File: src/rtl/reg_bank_mxn_pkg.sv
// Shared helpers for the register bank and the m-to-n mux it feeds:
// bank depth and the flattened-bus slice offset for register j.
package reg_bank_mxn_pkg;

  function automatic int num_regs(input int s_lines);
    return 1 << s_lines;
  endfunction

  function automatic int slice_lo(input int d_width, input int j);
    return d_width * j;
  endfunction

endpackage

File: src/rtl/reg_bank_mxn_reg_cell.sv
// One bank register with its written-since-clear flag.
// The valid flag returns to valid_init on reset and on clear.
module reg_cell #(
  parameter int d_width    = 1,
  parameter bit valid_init = 1'b0
) (
  input  logic               clk,
  input  logic               rst_n,
  input  logic               clr,
  input  logic               we,
  input  logic [d_width-1:0] wdata,
  output logic [d_width-1:0] data,
  output logic               valid
);

  always_ff @(posedge clk or negedge rst_n) begin
    if (!rst_n) begin
      data  <= '0;
      valid <= valid_init;
    end else if (clr) begin
      data  <= '0;
      valid <= valid_init;
    end else if (we) begin
      data  <= wdata;
      valid <= 1'b1;
    end
  end

endmodule

File: src/rtl/reg_bank_mxn.sv
// Register bank feeding the m-to-n mux: flattened contents, registered
// read select, per-register written flags and a count of written registers.
module reg_bank_mxn
  import reg_bank_mxn_pkg::*;
#(
  parameter int s_lines  = 4,
  parameter int d_width  = 1,
  parameter int zero_reg = 0
) (
  input  logic                                clk,
  input  logic                                rst_n,
  input  logic                                clr,
  input  logic                                we,
  input  logic [s_lines-1:0]                  waddr,
  input  logic [d_width-1:0]                  wdata,
  input  logic                                ren,
  input  logic [s_lines-1:0]                  rsel,
  output logic [d_width*(2**s_lines)-1:0]     regs_flat,
  output logic [s_lines-1:0]                  sel_q,
  output logic [(2**s_lines)-1:0]             valid_flat,
  output logic [s_lines:0]                    wr_count,
  output logic                                all_valid
);

  localparam int NUM_REGS = num_regs(s_lines);
  localparam logic [s_lines:0] FULL     = (s_lines+1)'(NUM_REGS);
  // A hardwired register 0 counts as written from reset onwards.
  localparam logic [s_lines:0] CNT_INIT = (zero_reg != 0) ? (s_lines+1)'(1) : '0;

  logic [NUM_REGS-1:0] cell_we;
  logic [NUM_REGS-1:0] valid;
  logic                fresh_write;
  logic [s_lines:0]    next_count;

  for (genvar j = 0; j < NUM_REGS; j++) begin : g_cell
    assign cell_we[j] = we && !clr && (waddr == s_lines'(j)) && !((zero_reg != 0) && (j == 0));

    reg_cell #(
      .d_width   (d_width),
      .valid_init((zero_reg != 0) && (j == 0))
    ) u_cell (
      .clk  (clk),
      .rst_n(rst_n),
      .clr  (clr),
      .we   (cell_we[j]),
      .wdata(wdata),
      .data (regs_flat[slice_lo(d_width, j) +: d_width]),
      .valid(valid[j])
    );
  end

  assign valid_flat  = valid;
  // Only a write to a not-yet-valid register grows the count.
  assign fresh_write = |(cell_we & ~valid);

  always_comb begin
    next_count = wr_count;
    if (clr)
      next_count = CNT_INIT;
    else if (fresh_write)
      next_count = wr_count + (s_lines+1)'(1);
  end

  always_ff @(posedge clk or negedge rst_n) begin
    if (!rst_n) begin
      wr_count  <= CNT_INIT;
      all_valid <= (CNT_INIT == FULL);
      sel_q     <= '0;
    end else begin
      wr_count  <= next_count;
      all_valid <= (next_count == FULL);
      if (ren)
        sel_q <= rsel;
    end
  end

endmodule

File: config.mk
export PLATFORM = sky130hd
export DESIGN_NAME = reg_bank_mxn
export DESIGN_NICKNAME = d
export VERILOG_FILES = /design/src/rtl/reg_bank_mxn_pkg.sv /design/src/rtl/reg_bank_mxn_reg_cell.sv /design/src/rtl/reg_bank_mxn.sv
export SDC_FILE = /design/constraint.sdc
export NUM_CORES = 1
export LEC_CHECK = 0
export ABC_AREA = 1
export BUFFER_PORTS_ARGS = -buffer_cell sky130_fd_sc_hd__clkbuf_2
export CORE_UTILIZATION = 50
export DETAILED_ROUTE_END_ITERATION = 6
export PLACE_DENSITY = 0.85
export SLEW_MARGIN = 20
export SYNTH_ARGS = -nofsm -noshare
export SYNTH_HDL_FRONTEND = slang
export SYNTH_SLANG_ARGS = --single-unit
File: constraint.sdc
create_clock -name clk -period 3.6 [get_ports clk]
set_input_delay 0.54 -clock clk [delete_from_list [all_inputs] [get_ports clk]]
set_output_delay 0.54 -clock clk [all_outputs]
set_load 0.01 [all_outputs]
# Word level (Yosys, flattened, before mapping)
# Index checks and enable logic that the tools add are counted.
[totals]
reg_bits = 42
inputBits = 14
output_inout_bits = 42
wordCells = 156
[classes]
add_sub_neg = 1
eq_ne = 16
n_mux = 66
n_bitwise = 2
reduce_logical = 36
[ops]
columns = ["operator", "n"]
rows = [
  ["$mux 1", 64],
  ["$eq 4x4->1 const B", 8],
  ["$reduce_bool 2->1", 16],
  ["$logic_and 1x1->1", 17],
  ["$and 16x16->16", 1],
  ["$eq 4x3->1 const B", 4],
  ["$not 16->16", 1],
  ["$reduce_or 16->1", 1],
  ["$mux 5", 2],
  ["$eq 4x2->1 const B", 2],
  ["$add 5x1->5 const B", 1],
  ["$eq 5x5->1 const B", 1],
  ["$eq 4x1->1 const B", 1],
  ["$logic_not 4->1", 1],
  ["$logic_not 1->1", 1],
]

# Depth between registers and ports, before layout
# Gate-level depths: netlist (run 1).
[depth]
word_depth = 8
depth_mapped = 12
ltp_nobuf = 12

# Cells and area by module
# From an unflattened synthesis (run 1), not the netlist that was laid out.
[hier_totals]
cells_unflattened = 286
area_unflattened_um2 = 2195.9
[modules_own_cells]
columns = ["mod", "n_inst", "cells_per_inst", "area_per_inst_um2", "seq_area_each_um2"]
rows = [
  ["reg_cell", 16, 9, 77.6, 50.0],
  ["reg_bank_mxn", 1, 142, 954.7, 250.2],
]

# Worst setup path before layout (run 1)
# Ideal clock, no wire load.
[synth_path]
path_type = "in2reg"
from = "input port clr"
to = "register all_valid"
setup_time_ns = 0.115
t_arrival_ns = 1.524
required_ns = 3.485
slack_ns = 1.961
cell_stages = 11
n_path_buf = 1
path_cell_list = "buf_6 nor2_2 nand4_1 nand2_1 nor2_2 nand2_2 nor2_4 nor2_1 nor2_2 nand3_1 nor2_1"
[synth_via]
elab_chain_cells = 8
word_cells_on_any_way = 23
cone_classes = "eq/ne: 1; mux: 2; bitwise: 1; reduce/logical: 19"
[synth_rtl]
columns = ["item", "line", "rtl"]
rows = [
  ["from (decl)", "reg_bank_mxn.sv:12", "input logic clr,"],
  ["$logic_not 1->1", "reg_bank_mxn.sv:36", "assign cell_we[j] = we && !clr && (waddr == s_lines'(j)) && !((zero_reg != 0) && (j == 0));"],
  ["$logic_and 1x1->1 (2 in a row)", "reg_bank_mxn.sv:36", ""],
  ["$and 16x16->16", "reg_bank_mxn.sv:54", "assign fresh_write = |(cell_we & ~valid);"],
  ["$reduce_or 16->1", "reg_bank_mxn.sv:54", ""],
  ["$mux 5", "reg_bank_mxn.sv:60", "else if (fresh_write)"],
  ["$mux 5 (*)", "reg_bank_mxn.sv:58", "if (clr)"],
  ["$eq 5x5->1 (*)", "reg_bank_mxn.sv:71", "all_valid <= (next_count == FULL);"],
  ["to (signal assigned)", "reg_bank_mxn.sv:67", "all_valid <= (CNT_INIT == FULL);"],
  ["to (signal assigned)", "reg_bank_mxn.sv:71", ""],
  ["to (decl)", "reg_bank_mxn.sv:22", "output logic all_valid"],
]
# Every way passes the cells marked *; elsewhere a longest branch is shown, timed or not.
# A chain may end at the register's enable or synchronous reset.

# Worst setup path in the final report (run 1)
# Ends and elaborated chain as after synthesis.

==> results.sh, run 1 <==
export IMPL_outcome="finished, final reports clean"
export IMPL_slew_violations=0
export IMPL_clk_latency_ns=0.30
export IMPL_fin_total_pwr_w=0.000910
export IMPL_diodes=0
export IMPL_drt_iter0_markers=107
export IMPL_rows=23
export IMPL_cts_buffers=5
export IMPL_cts_setup_buffers=0
export IMPL_grt_use_total_pct=21.6
export IMPL_ys_seq_area_share_pct=48.3
export IMPL_cts_sinks=42
export IMPL_ir_drop_uv=261
export IMPL_leakagePower_nw=1.23
export IMPL_tightest_slew_ns=0.925
export IMPL_yosysTopAreaCell="dfrtp_1"
export IMPL_synth_cells=253
export IMPL_dieArea_sq_um=4620
export IMPL_mappedNetlistNets=268
export IMPL_synth_area_per_cell_sq_um=8.60
export IMPL_antenna_found_initial=0
export IMPL_ys_top_cells_by_count="dfrtp_1 (42), nand3_1 (37), nand2_1 (35), o21ai_0 (33), buf_4 (32)"
export IMPL_drtPass1Iterations=4
export IMPL_ys_types=25
export IMPL_fin_crit_ns=2.18
export IMPL_critPathKind="input pin to register"
export IMPL_critical_path_required_ns=3.79
export IMPL_path_clk_slew_ns=0.08
export IMPL_grt_max_degree=43
export IMPL_die_x_microns=68.0
export IMPL_io_pins=56
export IMPL_ctsResizeCount=0
export IMPL_coreArea_sq_um=4090
export IMPL_r2r_start="g_cell[15].u_cell.valid$_DFFE_PN0P_"
export IMPL_reg2reg_depth=10
export IMPL_synth_area_sq_um=2170
export IMPL_hold_class="input pin to asynchronous set/reset pin"
export IMPL_synth_edf_count=0
export IMPL_synth_ff_type="dfrtp_1"
export IMPL_ys_ff_latch=42
export IMPL_max_clock_path_buffers=2
export IMPL_drive_gt1_share_pct=29.0
export IMPL_gp_congestion=0.901
export IMPL_die_h_microns=68.0
export IMPL_vias=1711
export IMPL_yosys_warnings=0
export IMPL_synthArstFlopShare_pct=100
export IMPL_critPathArrivalTime_ns=2.37
export IMPL_initial_core_util_pct=53.2
export IMPL_skew_ns=0.00945
export IMPL_routed_wl_microns=4360
export IMPL_rsz0062_at_grt="false"
export IMPL_r2r_end="all_valid$_DFF_PN0_"
export IMPL_area_growth_pct=7.42
export IMPL_yosys_area_top_type_share_pct=48.3
export IMPL_hold_violations=0
export IMPL_via_per_inst=5.20
export IMPL_io_buffers=55
export IMPL_ant_nets=0
export IMPL_reg2reg_slack_ns=2.11
export IMPL_fmax_mhz=458
export IMPL_yosys_top_cells_area="dfrtp_1 (48%), buf_4 (11%), nand3_1 (8.5%)"
export IMPL_htreeDepth=2
export IMPL_wl_per_cell_microns=13.2
export IMPL_cp_start_kind="input pin"
export IMPL_endpoint_kind="register"
export IMPL_dp_hpwl_microns=3110
export IMPL_power_density_nw_per_um2=390
export IMPL_setup_viol=0
export IMPL_clockRootBuffer="clkbuf_8"
export IMPL_grt_pass1_vias=1559
export IMPL_cap_violations=0
export IMPL_num_nets_final=293
export IMPL_period_share_pct=60.6
export IMPL_grt_overflow=0
export IMPL_max_slew_margin_pct=38.3
export IMPL_drc=0
export IMPL_grt_pass1_wl_microns=7230
export IMPL_ctsHoldBuffers=0
export IMPL_setup_tns_ns=0
export IMPL_tritoncts="done"
export IMPL_critPathMaxFanout=22
export IMPL_post_synth_top_count_cell="dfrtp_1"
layout by cell type (no fill, tap or decap):
master | synthesis | final
clkbuf_8 | 0 | 6
nor2_2 | 10 | 10
nand2_2 | 2 | 2
ha_1 | 1 | 1
a21oi_1 | 1 | 1
buf_2 | 1 | 1
nor2_4 | 1 | 1
mux2_2 | 4 | 4
nand4_1 | 2 | 2
inv_1 | 29 | 29
xnor2_1 | 1 | 1
nor2_1 | 10 | 10
o21ai_1 | 1 | 1
nand3_1 | 37 | 37
o21bai_1 | 2 | 2
xor2_1 | 2 | 2
dfrtp_1 | 42 | 42
nor3_1 | 1 | 1
clkbuf_2 | 0 | 54
clkbuf_1 | 2 | 1
o21ai_0 | 33 | 33
nand2_4 | 1 | 1
inv_2 | 1 | 1
clkinv_2 | 0 | 1
nand2_1 | 35 | 35
metrics by stage:
step | utilization [%] | std cells | setup WS (ns) | hold slack [ns] | area, sq um
6_report | 57.2 | 329 | 1.42 | 0.369 | 2340
5_1_grt | 57.2 | 329 | 1.19 | 0.459 | 2340
4_1_cts | 57.2 | 329 | 1.44 | 0.443 | 2340
3_5_place_dp | 54.9 | 321 | 1.17 | 0.497 | 2240
3_3_place_gp | 54.9 | 321 | 1.26 | 0.488 | 2240
2_1_floorplan | - | 253 | 1.96 | 0.244 | 2170
cell type report:
type                       count  area, sq um
fill                         386         1750
timing repair buffer          55          275
clock inverter                 1         5.00
multi-input combinational    144          743
tap                           50         62.6
clock buffer                   7         86.3
inverter                      30          113
sequential                    42         1050
state kept, by name, summed over array words and instances (netlist names):
signal               cells
g_cell.u_cell.data      16
wr_count                 5
all_valid                1
g_cell.u_cell.valid     16
sel_q                    4
where the power goes:
group	internal (W)	switching (W)	total, W
combinational	0.0000352	0.0000706	0.000106
clock	0.000155	0.000154	0.000309
sequential	0.000485	0.0000104	0.000496
per-layer routing:
metal  part of all wire (%)  vias up  track usage [%]
met2                     46       82             34.2
met5                      0        -                0
met1                     44      787             28.2
li1                       -      834                -
met3                    7.4        8             5.00
met4                    1.8        0             9.11
worst max-delay path by stage:
| stage | startpoint | end | depth (start not counted) |
|---|---|---|---|
| after detailed placement | clr | all_valid$_DFF_PN0_ | 13 |
| after floorplan | clr | all_valid$_DFF_PN0_ | 11 |
| after CTS | clr | all_valid$_DFF_PN0_ | 13 |
| final | clr | all_valid$_DFF_PN0_ | 13 |
| after global placement | clr | all_valid$_DFF_PN0_ | 13 |
| after global routing | clr | all_valid$_DFF_PN0_ | 12 |
worst max-delay path, cell delays in order:
cell	delay, ns
clkbuf_2	0.25
inv_2	0.39
nand2_4	0.12
nor2_2	0.25
nand3_1	0.11
nand2_1	0.09
nor2_2	0.04
nand2_2	0.13
nor2_4	0.07
nand2_1	0.06
nand3_1	0.12
nand3_1	0.15
nor2_1	0.05
logic make-up after synthesis:
group / count (synthesis) / synth area share, %
xor gates and xnor gates: 3 / 1.21
muxes: 4 / 2.07
AOI/OAI and AO/OA: 37 / 8.75
DFF: 42 / 48.3
buffers and inverters: 67 / 17.5
adders and majority gates: 1 / 0.575
and+or+nand+nor: 99 / 21.6
Note: power is estimated with default switching activity, not from simulation.
==> inputs of run 2 (changes only) <==
--- a/config.mk
+++ b/config.mk
@@ -7,9 +7,9 @@
 export LEC_CHECK = 0
 export ABC_AREA = 1
 export BUFFER_PORTS_ARGS = -buffer_cell sky130_fd_sc_hd__clkbuf_2
-export CORE_UTILIZATION = 50
+export CORE_UTILIZATION = 47
 export DETAILED_ROUTE_END_ITERATION = 6
-export PLACE_DENSITY = 0.85
+export PLACE_DENSITY = 0.84
 export SLEW_MARGIN = 20
 export SYNTH_ARGS = -nofsm -noshare
 export SYNTH_HDL_FRONTEND = slang
==> constraint.sdc (replaced) <==
create_clock -name clk -period 1.9 [get_ports clk]
set_input_delay 0.285 -clock clk [delete_from_list [all_inputs] [get_ports clk]]
set_output_delay 0.285 -clock clk [all_outputs]
set_load 0.01 [all_outputs]
==> run 2 against run 1 <==
Sequential power increased by 90%. Global-route usage shrank 2.6 points. First-iteration DRC count increased by 12%. Worst setup slack worse by 0.94 ns. Largest power group unchanged. Critical endpoint unchanged.
==> results.sh, run 2 (synthesized netlist as in run 1, its figures left out) <==
export IMPL_outcome="finished, final reports clean"
export IMPL_grt_use_total_pct=19.0
export IMPL_final_core_util_pct=53.5
export IMPL_final_cell_mix="clkbuf_2 (55), dfrtp_1 (42), nand3_1 (37), nand2_1 (35), o21ai_0 (33)"
export IMPL_die_x_microns=70.0
export IMPL_dp_hpwl_microns=3270
export IMPL_wl_per_cell_microns=12.8
export IMPL_io_pins=56
export IMPL_gp_congestion=0.845
export IMPL_reg2reg_depth=10
export IMPL_leakagePower_nw=1.25
export IMPL_place_ws_ns=0.196
export IMPL_vias=1687
export IMPL_tritoncts="done"
export IMPL_critPathArrivalTime_ns=1.64
export IMPL_cts_setup_buffers=0
export IMPL_tightest_slew_ns=0.521
export IMPL_drtPass1Iterations=4
export IMPL_setup_slack_ns=0.479
export IMPL_rows=24
export IMPL_htreeDepth=2
export IMPL_cts_buffers=5
export IMPL_fmax_mhz=704
export IMPL_met3_length_microns=227
export IMPL_num_nets_final=298
export IMPL_clockRootBuffer="clkbuf_8"
export IMPL_rsz0062_at_grt="false"
export IMPL_antenna_found_initial=0
export IMPL_wl_met2_microns=1950
export IMPL_dieArea_sq_um=4900
export IMPL_grt_max_degree=43
export IMPL_clk_latency_ns=0.29
export IMPL_drc=0
export IMPL_coreArea_sq_um=4410
export IMPL_ant_nets=0
export IMPL_grt_overflow=0
export IMPL_path_clk_slew_ns=0.07
export IMPL_top_layer_used="met4"
export IMPL_skew_ns=0.00581
export IMPL_crit_slowest_cell="dfrtp_1"
export IMPL_routedLengthMet1_microns=2040
export IMPL_fin_crit_ns=1.42
export IMPL_routed_wl_microns=4290
export IMPL_diodes=0
export IMPL_power_density_nw_per_um2=704
export IMPL_ctsResizeCount=0
export IMPL_setup_tns_ns=0
export IMPL_largestRegisters="g_cell.u_cell.data: 16 flops, g_cell.u_cell.valid: 16 flops, wr_count: 5 flops"
export IMPL_cts_sinks=42
export IMPL_endpoint_kind="register"
export IMPL_max_clock_path_buffers=2
export IMPL_critPathKind="register to register"
export IMPL_grt_pass1_vias=1577
export IMPL_via_per_inst=5.04
export IMPL_initial_core_util_pct=49.3
export IMPL_critPathMaxFanout=6
export IMPL_critical_path_required_ns=2.12
export IMPL_crit_chain="inv_1, nand3_1, nand2_1, nor2_2, nand2_2, nor2_4, nor2_1, nor2_2, nand3_1, nor2_1"
export IMPL_setup_viol=0
export IMPL_ctsHoldBuffers=0
export IMPL_slew_violations=0
export IMPL_grt_pass1_wl_microns=7270
export IMPL_final_common_cell="clkbuf_2"
export IMPL_die_h_microns=70.0
export IMPL_drt_iter0_markers=120
export IMPL_hold_class="input pin to asynchronous set/reset pin"
export IMPL_period_share_pct=74.8
export IMPL_hold_violations=0
export IMPL_max_stage_delay_ns=0.36
export IMPL_ir_drop_uv=353
export IMPL_cap_violations=0
export IMPL_fin_total_pwr_w=0.00166
export IMPL_placed_area_sq_um=2280
export IMPL_max_slew_margin_pct=65.3
export IMPL_cp_start_kind="register"
export IMPL_drive_gt1_share_pct=29.7
export IMPL_postLayoutCellArea_sq_um=2360
export IMPL_fill_cells=423
export IMPL_io_buffers=55
export IMPL_area_growth_pct=8.57
==> run 2: final timing paths <==
check | from | to | slack, ns
hold reg to reg | sel_q[2]$_DFFE_PN0P_ | sel_q[2]$_DFFE_PN0P_ | 0.51
max in group asynchronous | rst_n | g_cell[11].u_cell.data$_DFFE_PN0P_ | 1.49
setup reg to reg | g_cell[15].u_cell.valid$_DFFE_PN0P_ | all_valid$_DFF_PN0_ | 0.48
setup / recovery | g_cell[15].u_cell.valid$_DFFE_PN0P_ | all_valid$_DFF_PN0_ | 0.48
min in group clk | rsel[2] | sel_q[2]$_DFFE_PN0P_ | 0.23
hold / removal | rst_n | g_cell[11].u_cell.valid$_DFFE_PN0P_ | 0.06
==> run 2: metal layers <==
layer  global-route usage [%]  vias to the layer above
met5                        0                        -
li1                         -                      848
met1                     25.5                      776
met3                     5.05                        8
met2                     30.3                       55
met4                     5.56                        0
==> run 2: critical path, delay by kind of cell (launching register included) <==
kind	cells	cell delay, ns
buffers and inverters	1	0.06
and+or+nand+nor	9	0.93
DFF	1	0.36
==> run 2: final cells by class <==
| cell class | count | area, sq um | area share [%] |
|---|---|---|---|
| multi-input combinational | 144 | 743 | 31.5 |
| tap | 52 | 65.1 | 2.76 |
| sequential | 42 | 1050 | 44.5 |
| inverter | 30 | 113 | 4.77 |
| clock buffer | 7 | 76.3 | 3.23 |
| timing repair buffer | 60 | 313 | 13.2 |
==> run 2: power by group <==
| part | switching (W) | total (W) | internal (W) | leakage (nW) |
|---|---|---|---|---|
| Combinational | 0.000129 | 0.000201 | 0.0000722 | 0.634 |
| Clock | 0.000270 | 0.000522 | 0.000253 | 0.0383 |
| Sequential | 0.0000203 | 0.000940 | 0.000920 | 0.574 |
==> run 2: metrics by stage <==
| stage | hold WS, ns | std cells |
|---|---|---|
| 6_report | 0.0603 | 335 |
| 3_5_place_dp | 0.381 | 328 |
| 4_1_cts | 0.0713 | 335 |
| 5_1_grt | 0.105 | 335 |
| 2_1_floorplan | -0.0106 | 253 |
| 3_3_place_gp | 0.376 | 328 |
